**src/rtl/gpmc_regs_pkg.sv**
```systemverilog
// gpmc_regs_pkg: shared widths, write-protect default and access types for the GPMC register bank
package gpmc_regs_pkg;
  localparam int ADDR_W = 4;
  localparam int DATA_W = 16;
  localparam logic [(1<<ADDR_W)-1:0] RO_MASK_DEF = 16'h0030;
  typedef enum logic [1:0] {ACC_NONE, ACC_HOST, ACC_FAB} acc_src_t;
  typedef struct packed {
    logic              we;
    logic [ADDR_W-1:0] addr;
    logic [DATA_W-1:0] wdata;
  } acc_t;
endpackage

```
**src/rtl/gpmc_strobe_capture.sv**
```systemverilog
// gpmc_strobe_capture: turns each host strobe assertion into one pending access, flagging overwrites
module gpmc_strobe_capture
  import gpmc_regs_pkg::*;
(
  input  logic              clk,
  input  logic              rst_n,
  input  logic              cs_n_i,
  input  logic              we_n_i,
  input  logic              oe_n_i,
  input  logic [ADDR_W-1:0] addr_i,
  input  logic [DATA_W-1:0] wdata_i,
  input  logic              grant_i,
  output logic              pend_o,
  output acc_t              acc_o,
  output logic              ovf_o
);
  logic act, act_edge, act_q, pend_q, ovf_q;
  acc_t acc_q;
  // both strobes low together is not a valid access
  assign act      = !cs_n_i & (!we_n_i ^ !oe_n_i);
  assign act_edge = act & !act_q;
  always_ff @(posedge clk or negedge rst_n) begin
    if (!rst_n) begin
      act_q  <= 1'b0;
      pend_q <= 1'b0;
      ovf_q  <= 1'b0;
      acc_q  <= '0;
    end else begin
      act_q  <= act;
      pend_q <= act_edge | (pend_q & !grant_i);
      ovf_q  <= act_edge & pend_q & !grant_i;
      if (act_edge) acc_q <= '{we: !we_n_i, addr: addr_i, wdata: wdata_i};
    end
  end
  assign pend_o = pend_q;
  assign acc_o  = acc_q;
  assign ovf_o  = ovf_q;
endmodule

```
**src/rtl/gpmc_reg_arbiter.sv**
```systemverilog
// gpmc_reg_arbiter: register bank shared between GPMC host and fabric, one access per clk
// with host write-protect and a bounded host streak so a waiting fabric request is not starved.
module gpmc_reg_arbiter
  import gpmc_regs_pkg::*;
#(
  parameter int ADDR_WIDTH = ADDR_W,
  parameter int DATA_WIDTH = DATA_W,
  parameter logic [(1<<ADDR_WIDTH)-1:0] RO_MASK = RO_MASK_DEF,
  parameter int STARVE_LIMIT = 3
) (
  input  logic                                clk,
  input  logic                                rst_n,
  input  logic                                host_cs,
  input  logic                                host_we,
  input  logic                                host_oe,
  input  logic [ADDR_WIDTH-1:0]               host_addr,
  input  logic [DATA_WIDTH-1:0]               host_wdata,
  output logic [DATA_WIDTH-1:0]               host_rdata,
  output logic                                host_rvalid,
  output logic                                host_wr_drop,
  output logic                                host_ovf,
  input  logic                                fab_req,
  input  logic                                fab_we,
  input  logic [ADDR_WIDTH-1:0]               fab_addr,
  input  logic [DATA_WIDTH-1:0]               fab_wdata,
  output logic                                fab_gnt,
  output logic [DATA_WIDTH-1:0]               fab_rdata,
  output logic                                fab_rvalid,
  output logic [(1<<ADDR_WIDTH)*DATA_WIDTH-1:0] regs_flat
);
  localparam int DEPTH = 1 << ADDR_WIDTH;
  localparam int SW = $clog2(STARVE_LIMIT + 2);
  localparam logic [SW-1:0] LIM = SW'(STARVE_LIMIT);

  logic [DATA_WIDTH-1:0] regs_q [DEPTH];
  logic [DATA_WIDTH-1:0] host_rdata_q, fab_rdata_q, wr_data;
  logic [ADDR_WIDTH-1:0] wr_addr;
  logic [SW-1:0]         streak_q, streak_d;
  logic                  host_rvalid_q, host_wr_drop_q, fab_rvalid_q;
  logic                  host_pend, host_rd, host_wr, fab_rd, wr_en;
  acc_t                  host_acc;
  acc_src_t              src;

  gpmc_strobe_capture u_cap (
    .clk     (clk),
    .rst_n   (rst_n),
    .cs_n_i  (host_cs),
    .we_n_i  (host_we),
    .oe_n_i  (host_oe),
    .addr_i  (host_addr),
    .wdata_i (host_wdata),
    .grant_i (src == ACC_HOST),
    .pend_o  (host_pend),
    .acc_o   (host_acc),
    .ovf_o   (host_ovf)
  );

  // reset also masks the grant so a held fab_req sees no gnt while in reset
  always_comb begin
    src      = !rst_n ? ACC_NONE
             : (host_pend & !(fab_req & streak_q == LIM)) ? ACC_HOST
             : fab_req ? ACC_FAB : ACC_NONE;
    host_rd  = src == ACC_HOST & !host_acc.we;
    host_wr  = src == ACC_HOST & host_acc.we;
    fab_rd   = src == ACC_FAB & !fab_we;
    wr_en    = (host_wr & !RO_MASK[host_acc.addr]) | (src == ACC_FAB & fab_we);
    wr_addr  = src == ACC_HOST ? host_acc.addr : fab_addr;
    wr_data  = src == ACC_HOST ? host_acc.wdata : fab_wdata;
    streak_d = (!fab_req | src == ACC_FAB) ? '0
             : (src == ACC_HOST & streak_q != LIM) ? streak_q + 1'b1 : streak_q;
  end

  always_ff @(posedge clk or negedge rst_n) begin
    if (!rst_n) begin
      regs_q         <= '{default: '0};
      host_rdata_q   <= '0;
      fab_rdata_q    <= '0;
      host_rvalid_q  <= 1'b0;
      host_wr_drop_q <= 1'b0;
      fab_rvalid_q   <= 1'b0;
      streak_q       <= '0;
    end else begin
      streak_q       <= streak_d;
      host_rvalid_q  <= host_rd;
      host_wr_drop_q <= host_wr & RO_MASK[host_acc.addr];
      fab_rvalid_q   <= fab_rd;
      if (host_rd) host_rdata_q <= regs_q[host_acc.addr];
      if (fab_rd) fab_rdata_q <= regs_q[fab_addr];
      if (wr_en) regs_q[wr_addr] <= wr_data;
    end
  end

  for (genvar i = 0; i < DEPTH; i++) begin : g_flat
    assign regs_flat[i*DATA_WIDTH +: DATA_WIDTH] = regs_q[i];
  end

  assign fab_gnt      = src == ACC_FAB;
  assign host_rdata   = host_rdata_q;
  assign host_rvalid  = host_rvalid_q;
  assign host_wr_drop = host_wr_drop_q;
  assign fab_rdata    = fab_rdata_q;
  assign fab_rvalid   = fab_rvalid_q;
endmodule

```
**config.mk**
```make
export PLATFORM = sky130hd
export DESIGN_NAME = gpmc_reg_arbiter
export DESIGN_NICKNAME = d
export VERILOG_FILES = /design/src/rtl/gpmc_regs_pkg.sv /design/src/rtl/gpmc_strobe_capture.sv /design/src/rtl/gpmc_reg_arbiter.sv
export SDC_FILE = /design/constraint.sdc
export NUM_CORES = 1
export LEC_CHECK = 0
export CAP_MARGIN = 20
export CORE_MARGIN = 10
export CORE_UTILIZATION = 52
export CTS_BUF_LIST = sky130_fd_sc_hd__clkbuf_8 sky130_fd_sc_hd__clkbuf_16
export DETAILED_ROUTE_END_ITERATION = 8
export PLACE_DENSITY = 0.81
export SLEW_MARGIN = 20
export SYNTH_ARGS = -nofsm -noshare
export SYNTH_HDL_FRONTEND = slang
export SYNTH_HIERARCHICAL = 1
export SYNTH_SLANG_ARGS = --single-unit
```
**constraint.sdc**
```tcl
create_clock -name clk -period 2.85 [get_ports clk]
set_input_delay 0.285 -clock clk [delete_from_list [all_inputs] [get_ports clk]]
set_output_delay 0.285 -clock clk [all_outputs]
set_load 0.01 [all_outputs]
```
# --- Word level (Yosys, flattened, before mapping) ---
# Memories as Yosys holds them, arrays and structs flattened.
# Index checks and enable logic that the tools add are counted.
word_totals:
  ff_bits: 318
  mem_bits_ro: 16
  output_inout_bits: 293
  word_cells: 89
  mem_count: 1
classes:
  n_addsub: 1
  magnitude_cmp: 5
  eq_ne: 4
  muxes: 17
  n_bitwise: 21
  reduce_logical: 12
memory_table:
  columns: ["memory", "words", "word_bits", "rd", "rd_ports_with_merged_regs", "write_ports", "line", "source"]
  rows:
  - ["(no name shown)", 16, 1, 1, 0, 0, "gpmc_reg_arbiter.sv:85", "host_wr_drop_q <= host_wr & RO_MASK[host_acc.addr];"]
ops:
  columns: ["cell", "n"]
  rows:
  - ["$bwmux W256", 1]
  - ["$bmux W16 S4", 2]
  - ["$mux W16", 6]
  - ["$demux W16 S4", 1]
  - ["$ge A5 B5 Y1 const B", 3]
  - ["$not A4 Y5", 3]
  - ["$and A1 B1 Y1", 14]
  - ["$logic_not A1 Y1", 10]
  - ["$mux W2", 3]
  - ["$mux W3", 2]
  - ["$lt A4 B5 Y1 const B", 1]
  - ["$lt A5 B1 Y1 const B", 1]
  - ["$mux W4", 1]
  - ["$add A3 B1 Y3 const B", 1]
  - ["$eq A3 B2 Y1 const B", 1]
  - ["$ne A3 B2 Y1 const B", 1]
  - ["$or A1 B1 Y1", 3]
  - ["$eq A2 B1 Y1 const B", 1]
  - ["$eq A2 B2 Y1 const B", 1]
  - ["$reduce_bool A2 Y1", 1]
  - ["$logic_and A1 B1 Y1", 1]
  - ["$mux W1", 1]
  - ["$xor A1 B1 Y1", 1]

# --- Depth between registers and ports, before layout ---
depth:
  word_depth: 14
  ltp_mapped: 11
  depth_no_buf: 8

# --- Hierarchy ---
# The synthesis kept the hierarchy.
by_module_without_submodules:
  columns: ["module", "instances", "cells_per_inst", "area_per_inst_um2", "seq_area_each_um2"]
  rows:
  - ["gpmc_reg_arbiter", 1, 1118, 15620.0, 7357.1]
  - ["gpmc_strobe_capture", 1, 56, 987.2, 600.6]

# --- Worst setup path after synthesis ---
# OpenSTA, ideal clock, no wires.
synth_path:
  path_kind: "reg2reg"
  startpoint: "reg streak_q[0]"
  endpoint: "reg regs_q (netlist bit regs_flat[149])"
  arrival_ns: 2.372
  required_time_ns: 2.725
  path_slack_ns: 0.354
  stages_incl_launch_ff: 10
  cell_sequence: "dfrtp_1 > ha_1 > ha_1 > nand2_1 > o2111ai_1 > a221oi_4 > and3_1 > buf_4 > buf_6 > mux2_2"
synth_via:
  elab_chain_cells: 14
  word_cells_on_any_way: 21
  cone_classes: "order compare: 2; eq/ne: 3; mux: 7; bitwise: 7; reduce/logical: 2"
synth_rtl:
  columns: ["element", "line", "source"]
  rows:
  - ["start, declared", "gpmc_reg_arbiter.sv:38", "logic [SW-1:0] streak_q, streak_d;"]
  - ["start signal, assigned", "gpmc_reg_arbiter.sv:83", "streak_q <= streak_d;"]
  - ["$eq A3 B2 Y1 *", "gpmc_reg_arbiter.sv:61", ": (host_pend & !(fab_req & streak_q == LIM)) ? ACC_HOST"]
  - ["$and A1 B1 Y1 *", "gpmc_reg_arbiter.sv:61", null]
  - ["$logic_not A1 Y1 *", "gpmc_reg_arbiter.sv:61", null]
  - ["$and A1 B1 Y1 *", "gpmc_reg_arbiter.sv:61", null]
  - ["$mux W2 *", "gpmc_reg_arbiter.sv:61", null]
  - ["$mux W2 *", "gpmc_reg_arbiter.sv:60", "src = !rst_n ? ACC_NONE"]
  - ["$eq A2 B1 Y1", "gpmc_reg_arbiter.sv:64, gpmc_reg_arbiter.sv:67, gpmc_reg_arbiter.sv:68", null]
  - ["$mux W4", "gpmc_reg_arbiter.sv:67", "wr_addr = src == ACC_HOST ? host_acc.addr : fab_addr;"]
  - ["$not A4 Y5 (implied by the code)", "gpmc_reg_arbiter.sv:89", "if (wr_en) regs_q[wr_addr] <= wr_data;"]
  - ["$ge A5 B5 Y1 (implied by the code) or $lt A5 B1 Y1 (tied branches)", "gpmc_reg_arbiter.sv:89", null]
  - ["$logic_and A1 B1 Y1 (implied by the code)", "gpmc_reg_arbiter.sv:89", null]
  - ["$mux W16 (implied by the code)", "gpmc_reg_arbiter.sv:89", null]
  - ["$demux W16 S4", "gpmc_reg_arbiter.sv:89", null]
  - ["$bwmux W256", "gpmc_reg_arbiter.sv:89", null]
  - ["end signal, assigned by index", "gpmc_reg_arbiter.sv:89", null]
  - ["end, declared", "gpmc_reg_arbiter.sv:35", "logic [DATA_WIDTH-1:0] regs_q [DEPTH];"]
# Every way passes the cells marked *; elsewhere a longest branch is shown, timed or not.
# A chain may end at the register's enable or synchronous reset.

# --- Worst setup path in the final report ---
layout_path:
  startpoint: "reg streak_q[0]"
  endpoint: "reg regs_q (netlist bit regs_flat[120])"
# The elaborated chain is that of the path after synthesis.

==> impl_metrics.ini <==
[synthesis]
synth_compound_area_share_pct = 5.34
yosysSeqAreaShare_pct = 47.9
synth_adder_area_share_pct = 0.151
synth_mux_area_share_pct = 39.2
synth_simple_gate_area_share_pct = 4.16
synthCells = 1174
synth_top_family_by_area = multiplexers
synthFlopType = dfrtp_1
ys_warn_count = 6
synthArstFlopShare_pct = 100
synth_edf_count = 0
ys_types = 49
syn_avg_cell_area_um2 = 14.1
synth_xor_area_share_pct = 0.0527
netlist_area_mm2 = 0.0166
syn_nets = 1223
ys_ff_latch = 318

[timing]
setup_violations = 0
hold_viol = 0
clock-skew-final_ns = 0.0256
rsz0062_at_grt = no
post-route-min-period_ns = 2.67
max-slew-margin-rel_pct = 39.6
worst_pin_slew_ns = 0.906
max_freq_ghz = 0.374
report.final.slew_viol_count = 0
tns_ns = 0
finalCritPeriodShare_pct = 93.7

[place]
post-place-cells = 1873
port_buffers = 339
dp_hpwl_um = 39400
gp_congestion = 0.844

[worst_setup_path]
crit_required_ns = 3.23
cp.arrival_ns = 3.05
critPathMaxStageDelay_ns = 0.42
crit_type = flip-flop to flip-flop
crit_chain = ha_1 -> ha_1 -> nand2_1 -> nand2_4 -> inv_2 -> a32o_1 -> and3_1 -> buf_4 -> mux2_2
crit_top_cell = ha_1
crit_buf_inv = 2
cp_max_fo = 11
cp-end-kind = flip-flop
cp-start-kind = flip-flop
critical-path-top-delay-family = simple AND/OR/NAND/NOR gates
cpMaxStageDelayCell = a32o_1

[global_route]
first_global_vias = 13129
gr-total-overflow = 0
grt_max_degree = 167
grt_util_all_layers_pct = 28.7
grt_pass1_wl_um = 85600
antenna_found_initial = 0

[layout]
instances_no_fill = 1938
fillers = 2235
fin_nets = 1562
postLayoutCoreUtil_pct = 69.2
final_layout_size_suffix_gt1_share_pct = 36.7
antenna_cells = 0
syn_to_final_growth_pct = 31.5

[floorplanning]
core-area_mm2 = 0.0316
die_x_um = 199
ios = 340
die_y_um = 199
die_area_mm2 = 0.0395
initial_core_util_pct = 52.6
rows = 65

[drt]
avgRoutedWirePerCell_um = 29.3
drt_iter0_markers = 991
routed_via_density = 6.34
dr.pass1.iters = 7
postRouteWirelength_um = 56800
drc_errors = 0
postRouteAntennaNets = 0
vias = 12295

[cts]
clkSlewWorstSetupHoldPaths_ns = 0.06
tritoncts = built
cts_buffer_depth = 3
cts-root-buf = clkbuf_16
clk_latency_ns = 0.51
cts_buffers = 36
cts_sinks = 318
cts-htree-levels = 2

[power_and_ir_drop]
power_density_mw_per_mm2 = 987
max-vdd-ir-drop_mv = 0.684
p_total_uw = 21600
p_leak_uw = 0.00979

[status]
status = finished, final reports clean

[flow_run]
drv_cap = 0

[worst_hold_path]
hp-class = input port to flip-flop
-- where the power goes --
| group | switching [uW] | leakage, uW | internal [uW] |
|---|---|---|---|
| sequential | 1830 | 0.00424 | 6090 |
| clock | 1830 | 0.000637 | 2970 |
| combinational | 3570 | 0.00492 | 5270 |
-- routing by layer --
| layer | track usage (%) | vias to the layer above | part of all wire, % |
|---|---|---|---|
| met4 | 9.58 | 0 | 3.5 |
| met3 | 6.78 | 130 | 8.5 |
| met5 | 0 | - | 0 |
| li1 | - | 5143 | - |
| met1 | 36.8 | 6448 | 39 |
| met2 | 47.1 | 574 | 49 |
-- cells in the mapped netlist (3+ instances only) --
library cell  count  share of area (%)
a21boi_0          3               0.14
a21oi_1          19               0.57
a221o_1          22                1.3
and2_1            3               0.11
and3_1            7               0.26
buf_1             7               0.16
buf_2            24               0.72
buf_4            16               0.72
buf_6             5               0.34
clkbuf_1         49                1.1
dfrtp_1         318                 48
inv_1             4              0.090
mux2_2          317                 21
mux2_4           19                1.7
mux2i_1          63                3.8
mux4_2           90                 12
nand2_1          65                1.5
nand2b_1          4               0.15
nand3_2           9               0.54
nor2_1           10               0.23
nor2b_1           3               0.11
nor3_1           20               0.60
o21ai_0          21               0.63
o21bai_1         19               0.86
o221ai_1         10               0.53
o22ai_1          19               0.72
-- final timing paths --
| kind | startpoint | end | slack, ns | depth (start not counted) |
|---|---|---|---|---|
| worst max-delay path | streak_q[0] | regs_flat[120] | 0.18 | 9 |
| worst min-delay path | host_wdata[6] | u_cap/acc_o[6] | 0.38 | 2 |
| worst min register to register | u_cap/act_q | u_cap/ovf_o | 0.49 | 1 |
| worst max register to register | streak_q[0] | regs_flat[120] | 0.18 | 9 |
| min in group asynchronous | rst_n | u_cap/acc_o[13] | 0.50 | 3 |
| max in group asynchronous | rst_n | regs_flat[61] | 0.87 | 4 |
-- metrics by stage --
| stage | worst slack, ns | hold WS [ns] | area [um^2] |
|---|---|---|---|
| after global placement | 0.164 | 0.440 | 20600 |
| after global routing | 0.0492 | 0.376 | 21800 |
| after CTS | 0.168 | 0.372 | 21800 |
| after detailed placement | 0.0668 | 0.468 | 20600 |
| final | 0.179 | 0.381 | 21800 |
| after floorplan | 0.354 | -0.0106 | 16600 |
-- cell type report --
cell class,count,area (um^2),area share (%)
clock buffers,44,1020,4.68
clock inverters,17,199,0.911
inverters,5,18.8,0.0859
multi-input cells,750,8130,37.2
flip-flops and latches,318,7970,36.5
well taps,402,503,2.30
repair buffers,402,4010,18.3
-- cells by family after synthesis --
logic type / Yosys count
compound gates: 122
xor+xnor: 1
fa+ha+maj: 2
buf+inv: 106
flops: 318
mux: 489
simple gates: 136
-- worst register-to-register path: stages, from the launching register on --
cell	delay (ns)
dfrtp_1	0.39
ha_1	0.20
ha_1	0.21
nand2_1	0.21
nand2_4	0.08
inv_2	0.16
a32o_1	0.42
and3_1	0.25
buf_4	0.25
mux2_2	0.37
-- registers in the layout, summed over array words and instances (netlist names) --
register and cells:
u_cap/act_q 1, host_rvalid 1, fab_rvalid 1, fab_rdata 16, host_wr_drop 1, host_rdata 16
regs_flat 256, streak_q 3, u_cap/acc_o 21, u_cap/ovf_o 1, u_cap/pend_o 1
-- cells in the final DEF (no fill, tap or decap), types with 2 or more instances in the layout --
master	count
nand2_1	65
nand2b_1	4
clkinv_2	3
dfrtp_4	2
nor2_1	9
mux2i_1	63
nor2b_1	3
a21boi_0	3
o22ai_1	19
nor3_1	20
and3_1	7
mux2_2	317
dfrtp_1	315
and2_1	3
clkdlybuf4s50_1	335
or3_1	2
nand4_1	2
a221o_1	22
o21ai_0	21
mux2_4	19
o21bai_1	19
a21oi_1	19
buf_4	52
ha_1	2
o31ai_1	2
inv_1	13
clkbuf_8	7
clkbuf_16	37
nand3_2	9
buf_12	11
o221ai_1	10
bufinv_16	5
nand3_1	2
mux4_2	90
-- repair_timing --
action | in CTS | in global routing
setup endpoints to repair | 0 | 2
hold endpoints to repair | 21 | 0
hold buffers | 1 | 0
resized for setup | 0 | 0
buffers inserted | 0 | 3
Power figures use the tool's default switching activity.
